`config.mk`:
```
export PLATFORM = sky130hd
export DESIGN_NAME = asc_line_master
export DESIGN_NICKNAME = d
export VERILOG_FILES = /design/src/rtl/asc_line_master.sv
export SDC_FILE = /design/constraint.sdc
export NUM_CORES = 1
export LEC_CHECK = 0
export BUFFER_PORTS_ARGS = -buffer_cell sky130_fd_sc_hd__buf_2
export CAP_MARGIN = 20
export CORE_ASPECT_RATIO = 1.5
export CORE_MARGIN = 3
export CORE_UTILIZATION = 35
export DETAILED_ROUTE_END_ITERATION = 8
export PLACE_DENSITY = 0.6
export SLEW_MARGIN = 15
export SYNTH_ARGS = -nofsm -noshare
export SYNTH_HDL_FRONTEND = slang
export SYNTH_SLANG_ARGS = --single-unit
```
`constraint.sdc`:
```
create_clock -name clk -period 1.95 [get_ports clk]
set_input_delay 0.195 -clock clk [delete_from_list [all_inputs] [get_ports clk]]
set_output_delay 0.195 -clock clk [all_outputs]
set_load 0.1 [all_outputs]
```
`src/rtl/asc_line_master.sv`:
```
// asc_line_master: Avalon-MM master that turns line commands into the ASC register write/poll sequence.
// Optional feature: `define ASC_MASTER_CHAIN_EN skips the start-point write when a line continues the previous one.
module asc_line_master #(
  parameter int MODE     = 1,
  parameter int POLL_GAP = 4
) (
  input  logic        clk,
  input  logic        reset,
  // Command stream: a command transfers on a rising edge where cmd_valid && cmd_ready.
  // cmd_ready depends only on state, never on cmd_valid; the source must hold fields stable while valid.
  input  logic        cmd_valid,
  output logic        cmd_ready,
  input  logic [8:0]  cmd_x0,
  input  logic [8:0]  cmd_x1,
  input  logic [7:0]  cmd_y0,
  input  logic [7:0]  cmd_y1,
  input  logic [2:0]  cmd_colour,
  output logic [2:0]  avm_address,
  output logic        avm_read,
  output logic        avm_write,
  output logic [31:0] avm_writedata,
  input  logic [31:0] avm_readdata,
  input  logic        avm_waitrequest,
  output logic        busy,
  output logic        done,
  output logic [3:0]  dbg_state
);

  typedef enum logic [3:0] {
    S_INIT_MODE = 4'd0,
    S_IDLE      = 4'd1,
    S_WR_START  = 4'd2,
    S_WR_END    = 4'd3,
    S_WR_COLOUR = 4'd4,
    S_WR_GO     = 4'd5,
    S_POLL_WAIT = 4'd6,
    S_POLL_RD   = 4'd7,
    S_DONE      = 4'd8
  } state_t;

  localparam logic [2:0] A_MODE   = 3'd0;
  localparam logic [2:0] A_STATUS = 3'd1;
  localparam logic [2:0] A_GO     = 3'd2;
  localparam logic [2:0] A_START  = 3'd3;
  localparam logic [2:0] A_END    = 3'd4;
  localparam logic [2:0] A_COLOUR = 3'd5;

  localparam bit         MODE_POLL = (MODE % 2) != 0;
  localparam bit         GAP_ZERO  = (POLL_GAP == 0);
  localparam logic [3:0] GAP_LAST  = (POLL_GAP > 0) ? 4'(POLL_GAP - 1) : 4'd0;

  function automatic logic [31:0] point_word(input logic [8:0] x, input logic [7:0] y);
    return {15'd0, y, x};
  endfunction

  state_t      state_q, state_d;
  logic [2:0]  addr_q, addr_d;
  logic        read_q, read_d;
  logic        write_q, write_d;
  logic [31:0] wdata_q, wdata_d;
  logic        busy_q, busy_d;
  logic        done_q, done_d;
  logic [3:0]  cnt_q, cnt_d;
  logic [8:0]  x1_q, x1_d;
  logic [7:0]  y1_q, y1_d;
  logic [2:0]  colour_q, colour_d;
  logic        wr_acc, rd_acc, chain_hit;

`ifdef ASC_MASTER_CHAIN_EN
  logic        end_vld_q, end_vld_d;
  logic [8:0]  end_x_q, end_x_d;
  logic [7:0]  end_y_q, end_y_d;
  assign chain_hit = end_vld_q && (cmd_x0 == end_x_q) && (cmd_y0 == end_y_q);
`else
  assign chain_hit = 1'b0;
`endif

  assign wr_acc = write_q && !avm_waitrequest;
  assign rd_acc = read_q && !avm_waitrequest;

  // Only status bit 0 carries meaning; upper readdata bits are deliberately ignored.
  logic unused_readdata;
  assign unused_readdata = ^avm_readdata[31:1];

  always_comb begin
    state_d  = state_q;
    addr_d   = addr_q;
    read_d   = read_q;
    write_d  = write_q;
    wdata_d  = wdata_q;
    busy_d   = busy_q;
    done_d   = 1'b0;
    cnt_d    = cnt_q;
    x1_d     = x1_q;
    y1_d     = y1_q;
    colour_d = colour_q;
`ifdef ASC_MASTER_CHAIN_EN
    end_vld_d = end_vld_q;
    end_x_d   = end_x_q;
    end_y_d   = end_y_q;
`endif
    case (state_q)
      S_INIT_MODE: begin
        if (!write_q) begin
          write_d = 1'b1;
          addr_d  = A_MODE;
          wdata_d = {31'd0, MODE_POLL};
        end else if (wr_acc) begin
          write_d = 1'b0;
          state_d = S_IDLE;
        end
      end
      S_IDLE: begin
        if (cmd_valid) begin
          x1_d     = cmd_x1;
          y1_d     = cmd_y1;
          colour_d = cmd_colour;
          busy_d   = 1'b1;
          write_d  = 1'b1;
          if (chain_hit) begin
            state_d = S_WR_END;
            addr_d  = A_END;
            wdata_d = point_word(cmd_x1, cmd_y1);
          end else begin
            state_d = S_WR_START;
            addr_d  = A_START;
            wdata_d = point_word(cmd_x0, cmd_y0);
          end
        end
      end
      S_WR_START: begin
        if (wr_acc) begin
          state_d = S_WR_END;
          addr_d  = A_END;
          wdata_d = point_word(x1_q, y1_q);
        end
      end
      S_WR_END: begin
        if (wr_acc) begin
          state_d = S_WR_COLOUR;
          addr_d  = A_COLOUR;
          wdata_d = {29'd0, colour_q};
`ifdef ASC_MASTER_CHAIN_EN
          end_vld_d = 1'b1;
          end_x_d   = x1_q;
          end_y_d   = y1_q;
`endif
        end
      end
      S_WR_COLOUR: begin
        if (wr_acc) begin
          state_d = S_WR_GO;
          addr_d  = A_GO;
          wdata_d = 32'd0;
        end
      end
      S_WR_GO: begin
        if (wr_acc) begin
          write_d = 1'b0;
          // In stall mode the slave held the go write for the whole draw.
          if (!MODE_POLL) begin
            state_d = S_DONE;
            done_d  = 1'b1;
            busy_d  = 1'b0;
          end else if (GAP_ZERO) begin
            state_d = S_POLL_RD;
            read_d  = 1'b1;
            addr_d  = A_STATUS;
          end else begin
            state_d = S_POLL_WAIT;
            cnt_d   = 4'd0;
          end
        end
      end
      S_POLL_WAIT: begin
        if (cnt_q == GAP_LAST) begin
          state_d = S_POLL_RD;
          read_d  = 1'b1;
          addr_d  = A_STATUS;
        end else begin
          cnt_d = cnt_q + 4'd1;
        end
      end
      S_POLL_RD: begin
        if (rd_acc) begin
          if (!avm_readdata[0]) begin
            read_d  = 1'b0;
            state_d = S_DONE;
            done_d  = 1'b1;
            busy_d  = 1'b0;
          end else if (!GAP_ZERO) begin
            read_d  = 1'b0;
            state_d = S_POLL_WAIT;
            cnt_d   = 4'd0;
          end
        end
      end
      S_DONE: begin
        state_d = S_IDLE;
      end
      default: begin
        state_d = S_INIT_MODE;
        read_d  = 1'b0;
        write_d = 1'b0;
        busy_d  = 1'b0;
      end
    endcase
  end

  always_ff @(posedge clk or negedge reset) begin
    if (!reset) begin
      state_q  <= S_INIT_MODE;
      addr_q   <= 3'd0;
      read_q   <= 1'b0;
      write_q  <= 1'b0;
      wdata_q  <= 32'd0;
      busy_q   <= 1'b0;
      done_q   <= 1'b0;
      cnt_q    <= 4'd0;
      x1_q     <= 9'd0;
      y1_q     <= 8'd0;
      colour_q <= 3'd0;
`ifdef ASC_MASTER_CHAIN_EN
      end_vld_q <= 1'b0;
      end_x_q   <= 9'd0;
      end_y_q   <= 8'd0;
`endif
    end else begin
      state_q  <= state_d;
      addr_q   <= addr_d;
      read_q   <= read_d;
      write_q  <= write_d;
      wdata_q  <= wdata_d;
      busy_q   <= busy_d;
      done_q   <= done_d;
      cnt_q    <= cnt_d;
      x1_q     <= x1_d;
      y1_q     <= y1_d;
      colour_q <= colour_d;
`ifdef ASC_MASTER_CHAIN_EN
      end_vld_q <= end_vld_d;
      end_x_q   <= end_x_d;
      end_y_q   <= end_y_d;
`endif
    end
  end

  assign cmd_ready     = (state_q == S_IDLE);
  assign avm_address   = addr_q;
  assign avm_read      = read_q;
  assign avm_write     = write_q;
  assign avm_writedata = wdata_q;
  assign busy          = busy_q;
  assign done          = done_q;
  assign dbg_state     = state_q;

endmodule

```
Yosys cells after proc, flatten, opt, wreduce, memory -nomap -nowiden:

Cells that the tools add are included.

* register bits: 67
* output and inout bits: 44
* logic and storage cells: 98

* $add $sub $neg: 1
* equal/unequal tests: 22
* mux-type cells: 43
* bitwise operators: 3
* reduce and logical (&&, ||, !) cells: 18

Operators by type and width (number)
* two-way mux 32 bit: 5
* case mux 32 bit (5 select lines): 1
* two-way mux 4 bit: 14
* case mux 4 bit (9 select lines): 1
* inequality test 2 bit (second input constant): 13
* two-way mux 3 bit: 6
* case mux 3 bit (6 select lines): 1
* equality test 4 x 3 -> 1 bit (second input constant): 4
* OR reduction 7 bit: 2
* equality test 4 x 2 -> 1 bit (second input constant): 3
* case mux 4 bit (3 select lines): 1
* two-way mux 1 bit: 11
* AND reduction 9 bit: 1
* AND reduction 7 bit: 1
* case mux 1 bit (3 select lines): 2
* AND reduction 3 bit: 2
* AND reduction 6 bit: 1
* nonzero test 6 bit: 1
* OR reduction 6 bit: 1
* AND reduction 5 bit: 1
* nonzero test 5 bit: 1
* adder 4 x 1 -> 4 bit (second input constant): 1
* equality test 4 x 1 -> 1 bit (second input constant): 1
* equality test 4 bit (second input constant): 1
* other kinds (8): 11

Longest topological paths before layout:

* depth after elaboration: 5
* mapped depth: 7
* mapped depth without buffers: 5

Least setup slack after synthesis:

Ideal clock, no wire load.

* kind: register -> register
* start point: reg state_q[2] (netlist: dbg_state[2])
* end point: reg x1_q[6]
* data arrival time: 2.521 ns
* data required time: 1.822 ns
* setup slack: -0.699 ns
* stages on the path, launching flop included: 7
* cell sequence: dfrtp_1 buf_6 or4b_4 inv_2 nand2_2 buf_4 mux2_1

* cells in the longest elaborated chain, start to end: 2

Ends and longest elaborated chain
* start, declared: line 56 `state_t state_q, state_d;`
* start signal, assigned: line 229 `state_q <= state_d;`
* equality test 4 x 1 -> 1 bit
* net cmd_ready: line 12 `output logic cmd_ready,`
* AND reduction 2 bit (no line)
* end signal, assigned: line 220 `x1_q <= 9'd0;`
* end signal, assigned: line 237 `x1_q <= x1_d;`
* end, declared: line 64 `logic [8:0] x1_q, x1_d;`

The timed path passes the listed nets, and every way through them passes these cells.
A chain may end at the register's enable or synchronous reset.

Worst setup path in the final report:

* start point: reg state_q[2] (netlist: dbg_state[2])
* end point: reg state_q[0] (netlist: dbg_state[0])

* cells in the longest elaborated chain, start to end: 3
* elaborated cells between the ends (all ways): 20

Ends and longest elaborated chain
* equality test 4 x 3 -> 1 bit (tied with other cells): line 102 `case (state_q)`
* inequality test 2 bit (no line)
* AND reduction 9 bit (no line)

Parallel ways exist; a longest one is shown, timed or not.

==> flow_summary.toml <==
[synth]
synth_area_um2 = 2740
synth_common_cells = "dfrtp_1 (52), a22o_1 (30), a21oi_1 (16), buf_4 (16), mux2_2 (13)"
synth_cells = 248
synth.avg_cell_area_um2 = 11.0
post-synth-top-area-fraction_pct = 47.5
async_flop_share_pct = 100
synth_most_common_cell = "dfrtp_1"
synth-edff-count = 0
ys_ff_latch = 52
synth.area.top_cells = "dfrtp_1 (48%), a22o_1 (9.6%), mux2_2 (5.3%), mux2_1 (4.5%), buf_4 (4.4%)"
synth_top_cell_by_area = "dfrtp_1"
ys_types = 51
seq_area_frac_synth_pct = 47.5
synth-main-ff-cell = "dfrtp_1"
yosysWarnings = 0

[place]
hpwlAfterDp_um = 4840
gp_congestion = 0.807
post_dp_cell_area_um2 = 3290
place_ws_ps = -27.7
io_buffers = 70

[cells_and_area]
final_area_um2 = 3460
finalNetCount = 398
layout-drive-gt1-share_pct = 41.8
seqCellArea_um2 = 1310
antennaDiodeCount = 0
multi_input_area_um2 = 1330
fill_cells = 705
area_delta_synth_final_pct = 26.2

[worst_setup_path]
timing.rr.start = "dbg_state[2]"
endpoint_kind = "register"
worstPathMaxFanout = 5
cp-start-kind = "register"
crit_cells = 4
path_cells = "or4b_4 > o32ai_4 > a311o_2 > mux2_4"
cp_slowest_cell = "or4b_4"
r2r_end = "dbg_state[0]"
worstPathArrival_ps = 2120
slowest_delay_ps = 570
worst-endpoint-required_ps = 2150
critPathKind = "reg2reg"
crit_buf_inv = 0
crit_end = "dbg_state[0]"
crit_family = "simple AND/OR/NAND/NOR gates"
crit_start = "dbg_state[2]"
rrSetupSlack_ps = 30
reg2reg_depth = 4

[global_routing]
grt_pass1_wl_um = 11100
grt_usage_pct = 15.9
grt_pass1_vias = 2211
antenna_found_initial = 0
grt_max_degree = 29
grt_overflow = 0

[power_and_ir_drop]
clkPwrFrac_pct = 11.2
p_sw_mw = 3.72
switching_share_pct = 53.2
internal_power_mw = 3.26
powerDensity_nw_per_um2 = 2020
combPwrFrac_pct = 62.4
peakVddDrop_v = 0.00104
p_leak_nw = 1.68
p_seq_share_pct = 26.4

[timing]
worst_pin_slew_ps = 707
slew_headroom_pct = 52.7
rsz0062_at_grt = "true"
setup_viol = 0
fin_hold_ws_ps = 103
drv_slew = 0
max_freq_mhz = 522
hold_viol_final = 0
timing.final.ws_setup_ps = 33.9
fin_crit_sh_pct = 98.3
period_minus_slack_ps = 1920
skew_ps = 6.88

[clocking]
clock_sinks = 52
cts_tree = "yes"
cts_buffers = 5
cts_buffer_depth = 2
clk_pin_slew_ps = 110
htree_levels = 2
clk_latency_ps = 310
root_buffer = "clkbuf_8"

[routing]
vias = 2160
drtAntennaViolNets = 0
avgRoutedWirePerCell_um = 16.0
drt-vias-per-instance = 5.08
drt_wl_total_um = 6800
drcViolationCount = 0
drt_iter0_drc = 94
firstDrtPassIters = 4

[min_path]
holdCritPathClass = "in2reg"

[floorplan]
die_x_um = 78.2
ios = 117
core_um2 = 7420
rows = 38
die_h_um = 114
dieArea_um2 = 8940
initial_core_util_pct = 36.9

[run]
cap_violations = 0

[run_status]
status = "completed"
[metrics by stage]
step	setup TNS (ps)	std cells	utilization, %	total power, mW
2_1_floorplan	-4340	262	-	5.35
3_3_place_gp	-212	415	44.4	6.12
3_5_place_dp	-291	415	44.4	6.18
4_1_cts	0	424	46.3	7.00
5_1_grt	-22.9	425	46.6	7.37
6_report	0	425	46.6	6.98
[worst min-delay path by stage]
stage	cells after the start	end	startpoint	slack [ps]
floorplan	0	avm_address[0]	reset	-100
global placement	1	y1_q[1]	reset	290
detailed placement	1	y1_q[1]	reset	290
CTS	2	x1_q[7]	cmd_x1[7]	90
global route	2	colour_q[1]	cmd_colour[1]	90
finish	2	x1_q[7]	cmd_x1[7]	100
[sequential cells by signal (all words and copies together), names as in the netlist]
register,cells
colour_q,3
busy,1
cnt_q,4
avm_write,1
x1_q,9
y1_q,8
avm_writedata,17
avm_address,3
done,1
avm_read,1
dbg_state,4
[routing by layer]
layer	share of wire, %	GRT usage [%]	routed length [um]
met1	42	19.6	2840
met3	7.2	3.62	488
met2	49	26.8	3340
met4	1.9	6.30	131
met5	0	0	0
[worst register-to-register path: cells and delay by family (launching register included)]
kind | cells | cell delay [ps]
compound gates | 2 | 420
flops | 1 | 520
simple gates | 1 | 570
mux | 1 | 300
[timing repair]
item | CTS | global route
pin swaps | 0 | 4
gates resized for setup | 3 | 4
buffers inserted | 0 | 1
setup endpoints to repair | 19 | 17
hold endpoints to repair | 27 | 0
hold buffers | 1 | 0
[cell type report]
| type | instances | share of cell area [%] |
|---|---|---|
| Tap cell | 100 | 3.62 |
| Timing Repair Buffer | 87 | 15.2 |
| Clock inverter | 3 | 1.34 |
| Sequential cell | 52 | 37.9 |
| Multi-Input combinational cell | 168 | 38.5 |
| Clock buffer | 5 | 1.99 |
| Inverter | 10 | 1.45 |
[power by group through the flow]
stage               Clock, mW  Combinational [mW]  Sequential [mW]
detailed placement          0                4.32             1.86
finish                  0.781                4.36             1.84
global route            0.844                4.62             1.91
CTS                     0.806                4.35             1.84
floorplan                   0                1.90             3.46
global placement            0                4.28             1.84
[placed cells by master, fill, tap and decap left out, types with 2 or more instances in the layout]
cell type  instances
buf_4             13
a2bb2oi_1          2
a22o_1            30
nor2b_1            5
dfrtp_2            5
mux2_4             8
xnor2_1            2
a21oi_1           15
nand2_1            9
nand3_1            4
nor2_1             9
mux2_2            13
mux2_1             3
clkbuf_8           5
dfrtp_1           46
inv_1              9
mux2i_1            3
nand2b_1           4
buf_12             3
o21ai_0            6
nor3_1             6
conb_1            15
buf_2             69
o22a_1             3
[cells by family after synthesis]
family | after synthesis | synth area share [%]
xor gates and xnor gates | 2 | 0.640
other | 1 | 0.137
and+or+nand+nor | 48 | 9.78
AOI/OAI and AO/OA | 75 | 21.7
adders and majority gates | 1 | 0.457
muxes | 27 | 11.0
DFF | 52 | 47.5
buffers and inverters | 42 | 8.82
Note: power is estimated with default switching activity, not from simulation.
